`config.mk`:
```
export PLATFORM = sky130hd
export DESIGN_NAME = fetch_prefetch_unit
export DESIGN_NICKNAME = d
export VERILOG_FILES = /design/src/rtl/fetch_prefetch_unit.sv
export SDC_FILE = /design/constraint.sdc
export NUM_CORES = 1
export LEC_CHECK = 0
export BUFFER_PORTS_ARGS = -buffer_cell sky130_fd_sc_hd__buf_2
export CAP_MARGIN = 20
export CORE_MARGIN = 3
export CORE_UTILIZATION = 50
export DETAILED_ROUTE_END_ITERATION = 8
export GPL_TIMING_DRIVEN = 0
export PLACE_DENSITY_LB_ADDON = 0.1
export SYNTH_ARGS = -nofsm -noshare
export SYNTH_HDL_FRONTEND = slang
export SYNTH_SLANG_ARGS = --single-unit
export TNS_END_PERCENT = 20
```
`constraint.sdc`:
```
create_clock -name clk -period 4.49 [get_ports clk]
set_clock_uncertainty 0.15 [all_clocks]
set_input_delay 0.2245 -clock clk [delete_from_list [all_inputs] [get_ports clk]]
set_output_delay 0.2245 -clock clk [all_outputs]
set_load 0.05 [all_outputs]
```
`src/rtl/fetch_prefetch_unit.sv`:
```
// rtl/fetch_prefetch_unit.sv - sequential instruction fetch with credit-based prefetch FIFO and redirect flush
module fetch_prefetch_unit #(
    parameter int              XLEN            = 32,
    parameter int              ILEN            = 32,
    parameter int              FIFO_DEPTH      = 4,
    parameter int              MAX_OUTSTANDING = 2,
    parameter logic [XLEN-1:0] RESET_PC        = '0
) (
    input  logic            clk,
    input  logic            areset,
    output logic            imem_req_valid,
    input  logic            imem_req_ready,
    output logic [XLEN-1:0] imem_req_addr,
    input  logic            imem_rsp_valid,
    input  logic [ILEN-1:0] imem_rsp_data,
    output logic            instr_valid,
    input  logic            instr_ready,
    output logic [ILEN-1:0] instr,
    output logic [XLEN-1:0] instr_pc,
    input  logic            redirect_valid,
    input  logic [XLEN-1:0] redirect_pc
);
    localparam int AW = $clog2(FIFO_DEPTH);
    localparam int CW = $clog2(FIFO_DEPTH + 1);

    logic [XLEN-1:0] fetch_pc;
    logic [XLEN-1:0] rsp_pc;
    logic [CW-1:0]   fifo_count;
    logic [CW-1:0]   outstanding;
    logic [CW-1:0]   drop_cnt;
    logic [AW-1:0]   wr_ptr;
    logic [AW-1:0]   rd_ptr;
    logic [XLEN-1:0] pc_mem   [FIFO_DEPTH];
    logic [ILEN-1:0] data_mem [FIFO_DEPTH];

    logic [CW:0] credit_used;
    logic        issue;
    logic        keep;
    logic        pop;

    // Responses still to be dropped hold no FIFO slot, so they are excluded from the credit.
    assign credit_used = {1'b0, fifo_count} + {1'b0, outstanding} - {1'b0, drop_cnt};

    assign imem_req_valid = !areset && !redirect_valid
                            && (outstanding < CW'(MAX_OUTSTANDING))
                            && (credit_used < (CW + 1)'(FIFO_DEPTH));
    assign imem_req_addr  = fetch_pc;

    assign issue = imem_req_valid && imem_req_ready;
    assign keep  = imem_rsp_valid && !redirect_valid && (drop_cnt == '0);
    assign pop   = instr_valid && instr_ready && !redirect_valid;

    assign instr_valid = (fifo_count != '0);
    assign instr       = data_mem[rd_ptr];
    assign instr_pc    = pc_mem[rd_ptr];

    always_ff @(posedge clk) begin
        if (keep) begin
            pc_mem[wr_ptr]   <= rsp_pc;
            data_mem[wr_ptr] <= imem_rsp_data;
        end
    end

    always_ff @(posedge clk or posedge areset) begin
        if (areset) begin
            fetch_pc    <= RESET_PC;
            rsp_pc      <= RESET_PC;
            fifo_count  <= '0;
            outstanding <= '0;
            drop_cnt    <= '0;
            wr_ptr      <= '0;
            rd_ptr      <= '0;
        end else if (redirect_valid) begin
            fetch_pc    <= redirect_pc & ~XLEN'(3);
            rsp_pc      <= redirect_pc & ~XLEN'(3);
            fifo_count  <= '0;
            wr_ptr      <= '0;
            rd_ptr      <= '0;
            outstanding <= outstanding - CW'(imem_rsp_valid);
            // Every request still in flight after this cycle belongs to the old stream.
            drop_cnt    <= outstanding - CW'(imem_rsp_valid);
        end else begin
            if (issue) begin
                fetch_pc <= fetch_pc + XLEN'(4);
            end
            if (keep) begin
                rsp_pc <= rsp_pc + XLEN'(4);
                wr_ptr <= wr_ptr + AW'(1);
            end
            if (pop) begin
                rd_ptr <= rd_ptr + AW'(1);
            end
            fifo_count  <= fifo_count + CW'(keep) - CW'(pop);
            outstanding <= outstanding + CW'(issue) - CW'(imem_rsp_valid);
            if (imem_rsp_valid && (drop_cnt != '0)) begin
                drop_cnt <= drop_cnt - CW'(1);
            end
        end
    end

    a_no_overflow: assert property (@(posedge clk) disable iff (areset)
        !(keep && !pop && (fifo_count == CW'(FIFO_DEPTH))));
    a_count_bound: assert property (@(posedge clk) disable iff (areset)
        fifo_count <= CW'(FIFO_DEPTH));
    a_outstanding: assert property (@(posedge clk) disable iff (areset)
        outstanding <= CW'(MAX_OUTSTANDING));
    a_drop_bound: assert property (@(posedge clk) disable iff (areset)
        drop_cnt <= outstanding);
endmodule

```
# After elaboration in Yosys (flattened, before gate mapping)
# Memory sizes are Yosys's and may differ from the RTL's.
# Index checks and enable logic that the tools add are counted.
dict set report totals {
  regBits 77
  mem_bits_rw 256
  output_inout_bits 98
  mem_count 2
}
dict set report op_classes {
  n_addsub 12
  n_lt_le_gt_ge 2
  muxes 14
  reduce_logical 18
}
# name words width rd rd_ports_with_merged_regs wr line_no
set memory_table {}
lappend memory_table {data_mem 4 32 1 0 1 34} ;# logic [ILEN-1:0] data_mem [FIFO_DEPTH];
lappend memory_table {pc_mem 4 32 1 0 1 33} ;# logic [XLEN-1:0] pc_mem [FIFO_DEPTH];
# op n
set op_table {}
lappend op_table {{$mux 32} 4}
lappend op_table {{$add 32x3->32 const B} 2}
lappend op_table {{$mux 3} 4}
lappend op_table {{$logic_and 1x1->1} 9}
lappend op_table {{$sub 3x1->3} 3}
lappend op_table {{$mux 2} 4}
lappend op_table {{$reduce_bool 2->1} 4}
lappend op_table {{$add 3x1->3} 2}
lappend op_table {{$reduce_bool 3->1} 2}
lappend op_table {{$add 2x1->2 const B} 2}
lappend op_table {{$add 3x3->4} 1}
lappend op_table {{$lt 4x3->1 const B} 1}
lappend op_table {{$sub 4x3->4} 1}
lappend op_table {{$logic_not 3->1} 1}
lappend op_table {{$lt 3x2->1 const B} 1}
lappend op_table {{$sub 3x1->3 const B} 1}
lappend op_table {{$logic_not 1->1} 2}
lappend op_table {{$mux 1} 2}

# Longest topological paths before layout
dict set report logic_depth {
  word_depth 8
  mapped_depth 14
}

# Least setup slack after synthesis
# OpenSTA, ideal clock, no wires.
dict set report synth_path {
  kind {register to register}
  startpoint {reg fifo_count[2]}
  endpoint {reg outstanding[2]}
  setup_time_ns 0.083
  arrival_time_ns 3.399
  slack_ns 0.859
  path_stages_with_launch 13
  n_path_buf 1
  period_less_slack_ns 3.631
  path_cell_list {dfrtp_1 > fa_1 > ha_1 > or4b_4 > nor4_4 > buf_6 > o21ai_1 > ha_1 > inv_1 > ha_1 > fa_1 > xor2_1 > o21ai_0}
}
dict set report synth_between {
  elab_chain_cells 8
}
# element line_no
set synth_lines {}
lappend synth_lines {{from (decl)} 28} ;# logic [CW-1:0] fifo_count;
lappend synth_lines {{from (signal assigned)} 93} ;# fifo_count <= fifo_count + CW'(keep) - CW'(pop);
lappend synth_lines {{$add 3x3->4} 42} ;# assign credit_used = {1'b0, fifo_count} + {1'b0, outstanding} - {1'b0, drop_cnt};
lappend synth_lines {{$sub 4x3->4} 42}
lappend synth_lines {{$lt 4x3->1} 46} ;# && (credit_used < (CW + 1)'(FIFO_DEPTH));
lappend synth_lines {{$logic_and 1x1->1} 46}
lappend synth_lines {{$logic_and 1x1->1} 49} ;# assign issue = imem_req_valid && imem_req_ready;
lappend synth_lines {{$add 3x1->3} 94} ;# outstanding <= outstanding + CW'(issue) - CW'(imem_rsp_valid);
lappend synth_lines {{$sub 3x1->3} 94}
lappend synth_lines {{$mux 3} 73} ;# end else if (redirect_valid) begin
lappend synth_lines {{to (signal assigned)} 79} ;# outstanding <= outstanding - CW'(imem_rsp_valid);
lappend synth_lines {{to (signal assigned)} 94}
lappend synth_lines {{to (decl)} 29} ;# logic [CW-1:0] outstanding;
# Every way passes these cells.
# A chain may end at the register's enable or synchronous reset.

# Worst setup path in the final report
dict set report layout_path {
  startpoint {reg fifo_count[1]}
  endpoint {reg outstanding[2]}
}
# The elaborated chain is that of the path after synthesis.

==> metrics <==
outcome finished, final reports clean; clock sink count 321; ANT nets after route 0; IO Port Bufs 159; cells after synthesis 797; worst skew pair latency 0.50 ns; final wirelength 28100 um; gr ovfl total 0; CTS H-tree lvls 2; total track usage 0.195; n_diodes 0; largest family of logic cells by synthesized area multiplexers; Top FF cell, synth edfxtp_1; most common cell in the synthesized netlist edfxtp_1; largest cells by area after synthesis edfxtp_1 55%, dfrtp_1 14%, mux4_2 10%; MaxCap Viol Count 0; r2r setup slk 0.42 ns; core area 0.0264 mm2; Die Y 170 um; io pins 168; drt initial violations 424; Clock Path Buffers 3; worst-path maximum fanout 10; final hold vios 0; Row Count 59; crit path time final 4.07 ns; synthesis-stage register bit count 321; Layout area overhead 22.6%; Post-synth EDFFs 248; Synth async-reset ratio 0.227; Synth top area share 0.550; Pleak 5.99 nW; largest net degree at the start of global routing 58; multiplexer area fraction after synthesis 0.129; fin. max-slew vios 0; CP endpoint kind register; Netlist Area Pre-Place 0.0135 mm2; vias per std cell 5.54; Worst Path Required 4.75 ns; Synth Area in XOR/XNOR 0.0317; Max-slew headroom 0.360; Hold Crit Class in2reg; antenna violations before repair 0; multi-input logic area 0.00400 mm2; DRC viols 0; worst vdd ir 227 uV; WS Path Type reg2reg; CP startpoint kind register; Avg Inst Size Synth 17.0 um2; Initial Utilization 0.513; drt pass-1 iters 5; simple-gate share of the synthesized area 0.0721; CP arrival 4.33 ns; worst-margin pin slew 0.952 ns; Finished Cell Area 0.0166 mm2; postcts setup bufs 0; unrepaired setup endpoints after global routing false; Synth Area in Compound Gates 0.0373; FILL cells 1914; share of layout cells above drive strength 1 0.289; vias in the first global route 7938; via count 7883; final net count 1156; die area 0.0291 mm2; PwrDens 514 mW/mm2; Resized cells post-CTS 0; Final Wtd Congestion 0.816; Seq/Total Area, Yosys 0.685; post-synth top area cell edfxtp_1; count of different cell masters after synthesis 54; final setup fails 0; Hold Slack 0.0246 ns; CTS tree built; Pwr Total 8.53 mW; first-pass GRT wire length 44100 um; CTS Buf Count 35; WL/cell 19.8 um; width of the chip 170 um; Post-Synth Adder-Cell Area 0.0226; Post-synth top cells 248 x edfxtp_1, 73 x dfrtp_1, 62 x mux4_2; hpwl dp 18400 um; f_max 0.246 GHz; register area 0.00927 mm2; crit share post-route 0.906; clk slew on worst S/H paths 0.05 ns; root buffer cell clkbuf_16; Synth Warn # 0; Post-Route Utilization 0.629; Area after DPL 0.0149 mm2
-- what timing repair did --
action / CTS / global route
hold buffers: 63 / 0
endpoints found under the setup margin: 0 / 0
hold endpoints to repair: 255 / 0
-- where the power goes --
group / internal, mW / switching (mW) / leakage (nW)
Combinational: 0.812 / 1.53 / 2.40
Clock: 1.54 / 1.08 / 0.506
Sequential: 3.40 / 0.159 / 3.09
-- worst paths after layout --
check | from | to | cells past startpoint
setup / recovery | fifo_count[1] | outstanding[2] | 14
max in group asynchronous | areset | rsp_pc[22] | 4
setup reg to reg | fifo_count[1] | outstanding[2] | 14
hold reg to reg | wr_ptr[0] | wr_ptr[0] | 2
min in group asynchronous | areset | imem_req_addr[5] | 3
hold / removal | imem_rsp_valid | drop_cnt[2] | 4
-- metrics by stage --
stage | TNS (ns) | setup WS [ns] | cells
after CTS | 0 | 0.389 | 1422
final | 0 | 0.422 | 1422
after floorplan | 0 | 0.859 | 800
after detailed placement | 0 | 0.428 | 1299
after global placement | -0.0547 | -0.00353 | 1294
after global routing | 0 | 0.157 | 1422
-- state kept, by name (all words and copies together), names as in the netlist --
| register | cells |
|---|---|
| data_mem | 128 |
| pc_mem | 120 |
| imem_req_addr | 30 |
| rsp_pc | 30 |
| drop_cnt | 3 |
| fifo_count | 3 |
| outstanding | 3 |
| rd_ptr | 2 |
| wr_ptr | 2 |
-- metal layers --
layer / global-route usage / up-vias / wire (um)
met4: 0.0547 / 0 / 636
met3: 0.0344 / 45 / 1620
met1: 0.282 / 3937 / 12600
met5: 0 / - / 0
met2: 0.310 / 255 / 13200
li1: - / 3646 / -
-- placed cells by master, fill, tap and decap left out, types with 5 or more instances in the layout --
| cell type | n |
|---|---|
| nand3_1 | 19 |
| nand4_1 | 20 |
| a31oi_1 | 5 |
| clkbuf_1 | 30 |
| buf_1 | 11 |
| o2111ai_1 | 11 |
| and2_1 | 6 |
| nand2b_1 | 10 |
| a21oi_1 | 11 |
| dfrtp_1 | 73 |
| xor2_1 | 16 |
| ha_1 | 18 |
| dlygate4sd3_1 | 63 |
| mux4_2 | 62 |
| or3_1 | 5 |
| buf_2 | 160 |
| inv_1 | 26 |
| and3_1 | 15 |
| clkbuf_16 | 35 |
| edfxtp_1 | 248 |
| o21ai_0 | 10 |
| a21boi_0 | 8 |
| nor3_1 | 13 |
| xnor2_1 | 33 |
| buf_16 | 5 |
| nor2_1 | 27 |
| nand2_1 | 25 |
| clkinv_1 | 8 |
| and4_1 | 9 |
| mux2i_1 | 5 |
| mux2_2 | 25 |
-- cell type report --
type                            instances  area share
Timing Repair Buffer                  227      0.0943
Clock buffer                           43      0.0546
Inverter                               28     0.00649
Tap cell                              335      0.0253
Clock inverter                         17     0.00815
Sequential cell                       321       0.559
Buffer                                 40      0.0109
Multi-Input combinational cell        411       0.241
-- worst max-delay path, cell delays in order (launching register included) --
cell and delay, ns:
dfrtp_1 0.38, inv_1 0.11, fa_1 0.54, inv_1 0.04, ha_1 0.25, and3b_1 0.23, o2111a_1 0.27, buf_1 0.44
o21ai_1 0.33, ha_1 0.39, inv_1 0.04, ha_1 0.18, fa_1 0.37, xor2_1 0.16, o21ai_0 0.12
-- cell families (layout without fill, tap and decap cells) --
family,Yosys count,after routing
flops,321,321
simple gates,173,173
buf+inv,68,355
fa+ha+maj,22,22
compound gates,69,69
other cells,1,4
mux,94,94
xor+xnor,49,49
Note: power is estimated with default switching activity, not from simulation.
